## src/rtl/memory_stage_ctrl_if.sv

```systemverilog
// Data-memory request/response bundle between the memory-stage controller
// (master) and the data memory (slave).
//
// Handshake: a request is offered while mem_en=1 and is accepted on the
// rising edge where mem_en=1 and mem_stall=0. While mem_stall=1 the master
// holds mem_en, mem_wr, mem_addr and mem_wdata unchanged. After acceptance
// the memory pulses mem_done for exactly one cycle, with mem_rdata valid in
// that same cycle. Only one access is outstanding at any time.
interface memory_stage_ctrl_if #(
  parameter int DATA_WIDTH = 16
);
  logic                  mem_en;
  logic                  mem_wr;
  logic [DATA_WIDTH-1:0] mem_addr;
  logic [DATA_WIDTH-1:0] mem_wdata;
  logic                  mem_stall;
  logic                  mem_done;
  logic [DATA_WIDTH-1:0] mem_rdata;

  modport master (
    output mem_en,
    output mem_wr,
    output mem_addr,
    output mem_wdata,
    input  mem_stall,
    input  mem_done,
    input  mem_rdata
  );

  modport slave (
    input  mem_en,
    input  mem_wr,
    input  mem_addr,
    input  mem_wdata,
    output mem_stall,
    output mem_done,
    output mem_rdata
  );
endinterface

```

## src/rtl/memory_stage_ctrl.sv

```systemverilog
// Memory-stage controller of the 5-stage pipeline.
// Reads the EX/MEM latch and issues at most one data-memory access at a time.
// While an access is outstanding it raises stall_m so that EX/MEM and every
// earlier stage stay frozen. Results go to WB through the internal MEM/WB
// register, which holds a bubble (valid_w=0) while the pipe is stalled.
// An access is aborted with err_w=1 when it stays in WAIT for
// TIMEOUT_CYCLES cycles.
// Optional build macro MEM_STALL_CNT_EN adds the output stallCycles. It is a
// 16-bit saturating count of the cycles with stall_m=1.
module memory_stage_ctrl #(
  parameter int DATA_WIDTH     = 16,
  parameter int TIMEOUT_CYCLES = 64
) (
  input  logic                  clk,
  input  logic                  rst,
  input  logic                  valid_m,
  input  logic                  memRead_m,
  input  logic                  memWrite_m,
  input  logic                  memToReg_m,
  input  logic                  halt_m,
  input  logic [DATA_WIDTH-1:0] aluOut_m,
  input  logic [DATA_WIDTH-1:0] read2Data_m,
  memory_stage_ctrl_if.master   mem,
  output logic                  stall_m,
  output logic                  valid_w,
  output logic [DATA_WIDTH-1:0] aluOut_w,
  output logic [DATA_WIDTH-1:0] readData_w,
  output logic                  memToReg_w,
  output logic                  halt_w,
  output logic                  err_w,
  output logic [1:0]            state_dbg
`ifdef MEM_STALL_CNT_EN
  ,
  output logic [15:0]           stallCycles
`endif
);

  localparam int CNT_W = $clog2(TIMEOUT_CYCLES + 1);

  typedef enum logic [1:0] {
    S_IDLE = 2'd0,
    S_REQ  = 2'd1,
    S_WAIT = 2'd2
  } state_t;

  // Controller state and captured request
  state_t                state_q, state_d;
  logic [CNT_W-1:0]      cnt_q, cnt_d;
  logic                  req_wr_q, req_wr_d;
  logic [DATA_WIDTH-1:0] req_addr_q, req_addr_d;
  logic [DATA_WIDTH-1:0] req_wdata_q, req_wdata_d;
  logic                  req_m2r_q, req_m2r_d;

  // MEM/WB register
  logic                  valid_w_q, valid_w_d;
  logic [DATA_WIDTH-1:0] alu_w_q, alu_w_d;
  logic [DATA_WIDTH-1:0] rdata_w_q, rdata_w_d;
  logic                  m2r_w_q, m2r_w_d;
  logic                  halt_w_q, halt_w_d;
  logic                  err_w_q, err_w_d;

`ifdef MEM_STALL_CNT_EN
  logic [15:0]           stall_cnt_q, stall_cnt_d;
`endif

  // Combinational request and stall, before reset gating
  logic                  mem_en_c;
  logic                  mem_wr_c;
  logic [DATA_WIDTH-1:0] mem_addr_c;
  logic [DATA_WIDTH-1:0] mem_wdata_c;
  logic                  stall_c;

  logic                  memop;
  logic                  misaligned;

  // Classify the instruction in EX/MEM: a legal access, or an odd-address access
  assign memop      = valid_m & (memRead_m | memWrite_m) & ~halt_m & ~aluOut_m[0];
  assign misaligned = valid_m & (memRead_m | memWrite_m) & aluOut_m[0];

  // Next-state, request and MEM/WB load logic
  always_comb begin
    state_d     = state_q;
    cnt_d       = cnt_q;
    req_wr_d    = req_wr_q;
    req_addr_d  = req_addr_q;
    req_wdata_d = req_wdata_q;
    req_m2r_d   = req_m2r_q;

    // MEM/WB defaults to a bubble; the data fields keep their old value
    valid_w_d   = 1'b0;
    err_w_d     = 1'b0;
    halt_w_d    = 1'b0;
    alu_w_d     = alu_w_q;
    rdata_w_d   = rdata_w_q;
    m2r_w_d     = m2r_w_q;

    mem_en_c    = 1'b0;
    mem_wr_c    = req_wr_q;
    mem_addr_c  = req_addr_q;
    mem_wdata_c = req_wdata_q;
    stall_c     = 1'b0;

    case (state_q)
      S_IDLE: begin
        if (memop) begin
          // Offer the request straight from EX/MEM in the same cycle
          mem_en_c    = 1'b1;
          mem_wr_c    = memWrite_m;
          mem_addr_c  = aluOut_m;
          mem_wdata_c = read2Data_m;
          stall_c     = 1'b1;
          req_wr_d    = memWrite_m;
          req_addr_d  = aluOut_m;
          req_wdata_d = read2Data_m;
          req_m2r_d   = memToReg_m;
          cnt_d       = '0;
          state_d     = mem.mem_stall ? S_REQ : S_WAIT;
        end else begin
          // Non-memory, halt, misaligned or empty slot: pass through in one cycle
          valid_w_d = valid_m;
          alu_w_d   = aluOut_m;
          rdata_w_d = '0;
          m2r_w_d   = valid_m & memToReg_m;
          halt_w_d  = valid_m & halt_m;
          err_w_d   = misaligned;
        end
      end

      S_REQ: begin
        // Memory is busy; keep offering the captured request
        mem_en_c = 1'b1;
        stall_c  = 1'b1;
        if (!mem.mem_stall) begin
          cnt_d   = '0;
          state_d = S_WAIT;
        end
      end

      S_WAIT: begin
        if (mem.mem_done) begin
          // Completion beats a timeout that falls in the same cycle
          valid_w_d = 1'b1;
          alu_w_d   = req_addr_q;
          rdata_w_d = req_wr_q ? '0 : mem.mem_rdata;
          m2r_w_d   = req_m2r_q;
          state_d   = S_IDLE;
        end else if (cnt_q == CNT_W'(TIMEOUT_CYCLES)) begin
          // Give up: release the pipe and hand WB an error result
          valid_w_d = 1'b1;
          err_w_d   = 1'b1;
          alu_w_d   = req_addr_q;
          rdata_w_d = '0;
          m2r_w_d   = req_m2r_q;
          state_d   = S_IDLE;
        end else begin
          stall_c = 1'b1;
          cnt_d   = cnt_q + CNT_W'(1);
        end
      end

      default: begin
        state_d = S_IDLE;
      end
    endcase
  end

`ifdef MEM_STALL_CNT_EN
  // Saturating count of frozen cycles
  always_comb begin
    stall_cnt_d = stall_cnt_q;
    if (stall_c && (stall_cnt_q != 16'hFFFF)) begin
      stall_cnt_d = stall_cnt_q + 16'd1;
    end
  end
`endif

  // All controller and MEM/WB state
  always_ff @(posedge clk or negedge rst) begin
    if (!rst) begin
      state_q     <= S_IDLE;
      cnt_q       <= '0;
      req_wr_q    <= 1'b0;
      req_addr_q  <= '0;
      req_wdata_q <= '0;
      req_m2r_q   <= 1'b0;
      valid_w_q   <= 1'b0;
      alu_w_q     <= '0;
      rdata_w_q   <= '0;
      m2r_w_q     <= 1'b0;
      halt_w_q    <= 1'b0;
      err_w_q     <= 1'b0;
`ifdef MEM_STALL_CNT_EN
      stall_cnt_q <= '0;
`endif
    end else begin
      state_q     <= state_d;
      cnt_q       <= cnt_d;
      req_wr_q    <= req_wr_d;
      req_addr_q  <= req_addr_d;
      req_wdata_q <= req_wdata_d;
      req_m2r_q   <= req_m2r_d;
      valid_w_q   <= valid_w_d;
      alu_w_q     <= alu_w_d;
      rdata_w_q   <= rdata_w_d;
      m2r_w_q     <= m2r_w_d;
      halt_w_q    <= halt_w_d;
      err_w_q     <= err_w_d;
`ifdef MEM_STALL_CNT_EN
      stall_cnt_q <= stall_cnt_d;
`endif
    end
  end

  // Reset gates the combinational request so it drops without a clock edge
  assign mem.mem_en    = mem_en_c & rst;
  assign mem.mem_wr    = mem_wr_c;
  assign mem.mem_addr  = mem_addr_c;
  assign mem.mem_wdata = mem_wdata_c;
  assign stall_m       = stall_c & rst;

  assign valid_w    = valid_w_q;
  assign aluOut_w   = alu_w_q;
  assign readData_w = rdata_w_q;
  assign memToReg_w = m2r_w_q;
  assign halt_w     = halt_w_q;
  assign err_w      = err_w_q;
  assign state_dbg  = state_q;

`ifdef MEM_STALL_CNT_EN
  assign stallCycles = stall_cnt_q;
`endif

endmodule

```

## src/flat_wrapper.sv

```systemverilog
// flat-port wrapper written by rule: the top's interface ports become plain ports
module memory_stage_ctrl_flat 
#(
  parameter int DATA_WIDTH     = 16,
  parameter int TIMEOUT_CYCLES = 64
)
  (clk, rst, valid_m, memRead_m, memWrite_m, memToReg_m, halt_m, aluOut_m, read2Data_m, stall_m, valid_w, aluOut_w, readData_w, memToReg_w, halt_w, err_w, state_dbg, mem_mem_en, mem_mem_wr, mem_mem_addr, mem_mem_wdata, mem_mem_stall, mem_mem_done, mem_mem_rdata);
  memory_stage_ctrl_if #(.DATA_WIDTH(DATA_WIDTH)) mem_i ();
  input  logic clk;
  input  logic rst;
  input  logic valid_m;
  input  logic memRead_m;
  input  logic memWrite_m;
  input  logic memToReg_m;
  input  logic halt_m;
  input  logic [DATA_WIDTH-1:0] aluOut_m;
  input  logic [DATA_WIDTH-1:0] read2Data_m;
  output logic stall_m;
  output logic valid_w;
  output logic [DATA_WIDTH-1:0] aluOut_w;
  output logic [DATA_WIDTH-1:0] readData_w;
  output logic memToReg_w;
  output logic halt_w;
  output logic err_w;
  output logic [1:0] state_dbg;
  output wire logic [$bits(mem_i.mem_en)-1:0] mem_mem_en;
  output wire logic [$bits(mem_i.mem_wr)-1:0] mem_mem_wr;
  output wire logic [$bits(mem_i.mem_addr)-1:0] mem_mem_addr;
  output wire logic [$bits(mem_i.mem_wdata)-1:0] mem_mem_wdata;
  input wire logic [$bits(mem_i.mem_stall)-1:0] mem_mem_stall;
  input wire logic [$bits(mem_i.mem_done)-1:0] mem_mem_done;
  input wire logic [$bits(mem_i.mem_rdata)-1:0] mem_mem_rdata;
  assign mem_mem_en = mem_i.mem_en;
  assign mem_mem_wr = mem_i.mem_wr;
  assign mem_mem_addr = mem_i.mem_addr;
  assign mem_mem_wdata = mem_i.mem_wdata;
  assign mem_i.mem_stall = mem_mem_stall;
  assign mem_i.mem_done = mem_mem_done;
  assign mem_i.mem_rdata = mem_mem_rdata;
  memory_stage_ctrl #(.DATA_WIDTH(DATA_WIDTH), .TIMEOUT_CYCLES(TIMEOUT_CYCLES)) u_core (.clk(clk), .rst(rst), .valid_m(valid_m), .memRead_m(memRead_m), .memWrite_m(memWrite_m), .memToReg_m(memToReg_m), .halt_m(halt_m), .aluOut_m(aluOut_m), .read2Data_m(read2Data_m), .mem(mem_i), .stall_m(stall_m), .valid_w(valid_w), .aluOut_w(aluOut_w), .readData_w(readData_w), .memToReg_w(memToReg_w), .halt_w(halt_w), .err_w(err_w), .state_dbg(state_dbg));
endmodule
```

## config.mk

```make
export PLATFORM = sky130hd
export DESIGN_NAME = memory_stage_ctrl_flat
export DESIGN_NICKNAME = d
export VERILOG_FILES = /design/src/rtl/memory_stage_ctrl_if.sv /design/src/rtl/memory_stage_ctrl.sv /design/src/flat_wrapper.sv
export SDC_FILE = /design/constraint.sdc
export NUM_CORES = 1
export LEC_CHECK = 0
export CAP_MARGIN = 20
export CORE_MARGIN = 1.5
export CORE_UTILIZATION = 44
export CTS_CLUSTER_DIAMETER = 60
export CTS_CLUSTER_SIZE = 28
export DETAILED_ROUTE_END_ITERATION = 7
export GPL_TIMING_DRIVEN = 0
export HOLD_SLACK_MARGIN = 0.06
export PLACE_DENSITY = 0.91
export SLEW_MARGIN = 40
export SYNTH_ARGS = -nofsm -noshare
export SYNTH_HDL_FRONTEND = slang
export SYNTH_SLANG_ARGS = --single-unit
```

## constraint.sdc

```tcl
create_clock -name clk -period 2.48 [get_ports clk]
set_input_delay 0.372 -clock clk [delete_from_list [all_inputs] [get_ports clk]]
set_output_delay 0.372 -clock clk [all_outputs]
set_load 0.01 [all_outputs]
```

==> results by group <==
Worst setup path
  – FF-to-FF Start: u_core.state_dbg[0]
  – CP required: approximately 2100 ps
  – Worst Path Buf+Inv: 3
  – Slowest CP cell: or4_4
  – Worst path max stage delay: 550 ps
  – Kind of critical path: flop to output port
  – R2R Setup Slk: 280 ps
  – CP arrival: between 2000 and 2500 ps
  – Ordered cell list for the critical path: or4_4, nor2_4, buf_12, buf_8, mux2_4, buf_6
  – FF-to-FF End: u_core.cnt_q[6]
  – CP endpoint kind: output port
  – Worst R2R Path Depth: 5
  – CP max FO: 5
  – Worst path depth: 6
  – Crit path from: u_core.state_dbg[1]
  – CP top delay family: simple AND/OR/NAND/NOR gates
  – Critical Path Source Type: flop

Clock network
  – Clock Pin Slew Worst Setup and Hold Paths: 80 ps
  – H-tree Lvls: 3
  – Clock latency on the worst-skew pair: 340 ps
  – Worst-case clock buffer depth: 2
  – CTS tree: yes
  – CTS sink cnt: around 80
  – Root Buffer: clkbuf_8
  – TritonCTS buffer count: 9

Place
  – Routability cong.: 0.817
  – Detailed-placement wirelength estimate: 6010 µm
  – Port Buffer Count: approximately 130
  – DP Cell Count: 468
  – Post-Place Cell Area: 4860 µm²

Finish
  – Final net count: around 460
  – Antenna Cells: 0
  – Area of the multi-input gates: about 1500 µm²
  – Layout area overhead: 60.9%
  – Filler instances: 473
  – Post-Layout Cell Count: a little over 500
  – Flip-flop and latch area: 1980 µm²
  – Commonest non-fill, non-tap cell in the layout: clkdlybuf4s50_1
  – Commonest non-fill, non-tap cells in the layout: clkdlybuf4s50_1 (90), dfrtp_1 (76), mux2_4 (45), buf_6 (38), mux2_2 (22)
  – Share of post-route cells with drive strength above 1: 39.1%
  – Fin area: roughly 5500 µm²

Drt
  – WL final: approximately 9000 µm
  – M1 WL: about 3700 µm
  – Total iterations of the first detailed-routing run: 4
  – WL met3: ~560 µm
  – Max Used Layer: met4
  – DRC: 0
  – Antenna viol nets, final: 0
  – Metal2 WL: approximately 4600 µm
  – Via density: approximately 5.2
  – DR iter-0 viols: between 80 and 90
  – Wire length per cell: 18.0 µm
  – Total number of vias: roughly 2.6k

Timing
  – Pins over their slew limit: 0
  – F_max: approximately 0.4 GHz
  – Final hold vios: 0
  – Worst-Margin Slew: around 540 ps
  – Clock period minus worst slack: around 2500 ps
  – RSZ-0062 raised after global routing: yes
  – Worst rel slew slack: between 60 and 70%
  – Fin crit share: 102%
  – Setup violators final: 29
  – Final setup margin: -41.1 ps
  – Worst Clk Skew: approximately 12 ps

Yosys
  – Syn Area/Cell: ~14 µm²
  – Post-Syn Instances: 239
  – Post-synthesis cell area: about 3400 µm²
  – Ys async rst share: 100%
  – Ys flop type: dfrtp_1
  – Syn Nets: 298
  – EDFF count, synth: 0
  – Yosys reg bits: 79
  – Post-synth cell types: 39
  – Syn. warnings: 0
  – Register area share after synthesis: between 50% and 60%

GRT
  – First-pass GRT wire length: between 10000 and 15000 µm
  – Tot GR Track Use: 22.7%
  – Initial antenna violation count: 0
  – Number of global-route vias before repair: slightly below 3k
  – Total gr overflow: 0
  – Largest net degree at the start of global routing: between 60 and 70

Pwr
  – Static Leak: ~2.5 nW
  – Pwr dens: ~770 nW/µm²
  – Worst IR drop on VDD: about 0.43 mV

Run
  – Max-cap violations: 0

Die
  – IO Pins: 130
  – Die width: 91.1 µm
  – DIE AREA: about 8300 µm²
  – DIE HEIGHT: roughly 91 µm
  – # rows: 31
  – Initial Utilization: between 40 and 50%
  – Core ar.: about 7400 µm²

Min path
  – Worst min path class: primary input to async pin

Status
  – Failing checks: setup timing
  – Status: finished with violations
==> sequential cells by signal, indices dropped and copies added, names as in the netlist, 2 cells and up <==
signal / cells
u_core.aluOut_w: 16
u_core.state_dbg: 2
u_core.cnt_q: 7
u_core.req_addr_q: 16
u_core.req_wdata_q: 16
u_core.readData_w: 16
==> cells in the mapped netlist, drive strengths merged (2+ instances only) <==
master / n / area share, %
a21oi: 5 / 0.73
a22o: 16 / 4.1
a31oi: 3 / 0.73
and2: 3 / 0.55
and3: 3 / 0.55
buf: 9 / 2.3
clkbuf: 4 / 0.44
dfrtp: 79 / 58
ha: 2 / 0.73
inv: 7 / 0.77
mux2: 67 / 24
nand2: 7 / 0.77
nand3: 2 / 0.29
nor2: 3 / 0.55
nor2b: 2 / 0.37
nor3: 5 / 0.73
nor4: 2 / 0.81
o21ai: 4 / 0.59
or3: 3 / 0.55
==> where the power goes <==
part           internal (mW)  total (mW)  switching (mW)
Clock                  0.672        1.12           0.450
Sequential              1.52        1.65           0.126
Combinational          0.901        1.44           0.544
==> through the flow <==
stage          utilization [%]  total power, mW  setup WS [ps]  hold WS, ps  setup TNS (ps)
2_1_floorplan                -             2.19            213         76.4               0
3_3_place_gp              65.6             2.80          -2310          480         -158430
3_5_place_dp              66.0             2.86           -696          219          -21980
4_1_cts                   73.3             4.12           -145          425           -2560
5_1_grt                   74.6             4.41           -110          441           -2910
6_report                  74.6             4.21          -41.1          431            -750
==> repair_timing <==
action	4_1_cts	5_1_grt
pin swaps	6	5
buffers inserted	15	6
gates cloned	3	0
resized for setup	206	23
hold buffers	1	0
endpoints found under the setup margin	35	34
hold endpoints to repair	16	0
==> metal layers <==
metal / up-vias / track usage [%]
met1: 1310 / 26.5
met3: 17 / 6.20
li1: 1188 / -
met4: 0 / 7.16
met2: 108 / 40.2
met5: - / 0
==> worst max-delay path by stage <==
stage                             to  slack [ps]
floorplan           mem_mem_addr[10]         210
global placement             stall_m       -2310
detailed placement   mem_mem_addr[4]        -700
CTS                  mem_mem_addr[4]        -140
global route        mem_mem_wdata[3]        -110
finish              mem_mem_addr[14]         -40
==> final cells by class <==
cell class              instances  area share, %
flip-flops and latches         79           36.0
clock buffers                  11           2.39
inverters                       7          0.478
multi-input cells             140           26.6
well taps                      99           2.25
repair buffers                153           28.6
clock inverters                 5           1.93
plain buffers                   9           1.77
==> kinds of logic (layout without fill, tap and decap cells) <==
family / count (synthesis) / count (layout) / share of synthesized area [%]
AO/OA/AOI/OAI: 34 / 34 / 7.69
adder cells (fa/ha/maj): 2 / 2 / 0.732
buffers and inverters: 20 / 185 / 3.55
flip-flops: 79 / 79 / 57.9
multiplexers: 67 / 67 / 23.5
AND/OR/NAND/NOR: 37 / 37 / 6.67
==> worst reg2reg max path, delay by kind of cell (launching register included) <==
family / cells / cell delay, ps
buf+inv: 1 / 160
compound gates: 2 / 840
simple gates: 2 / 690
flops: 1 / 400
(Power assumes the default switching activity.)
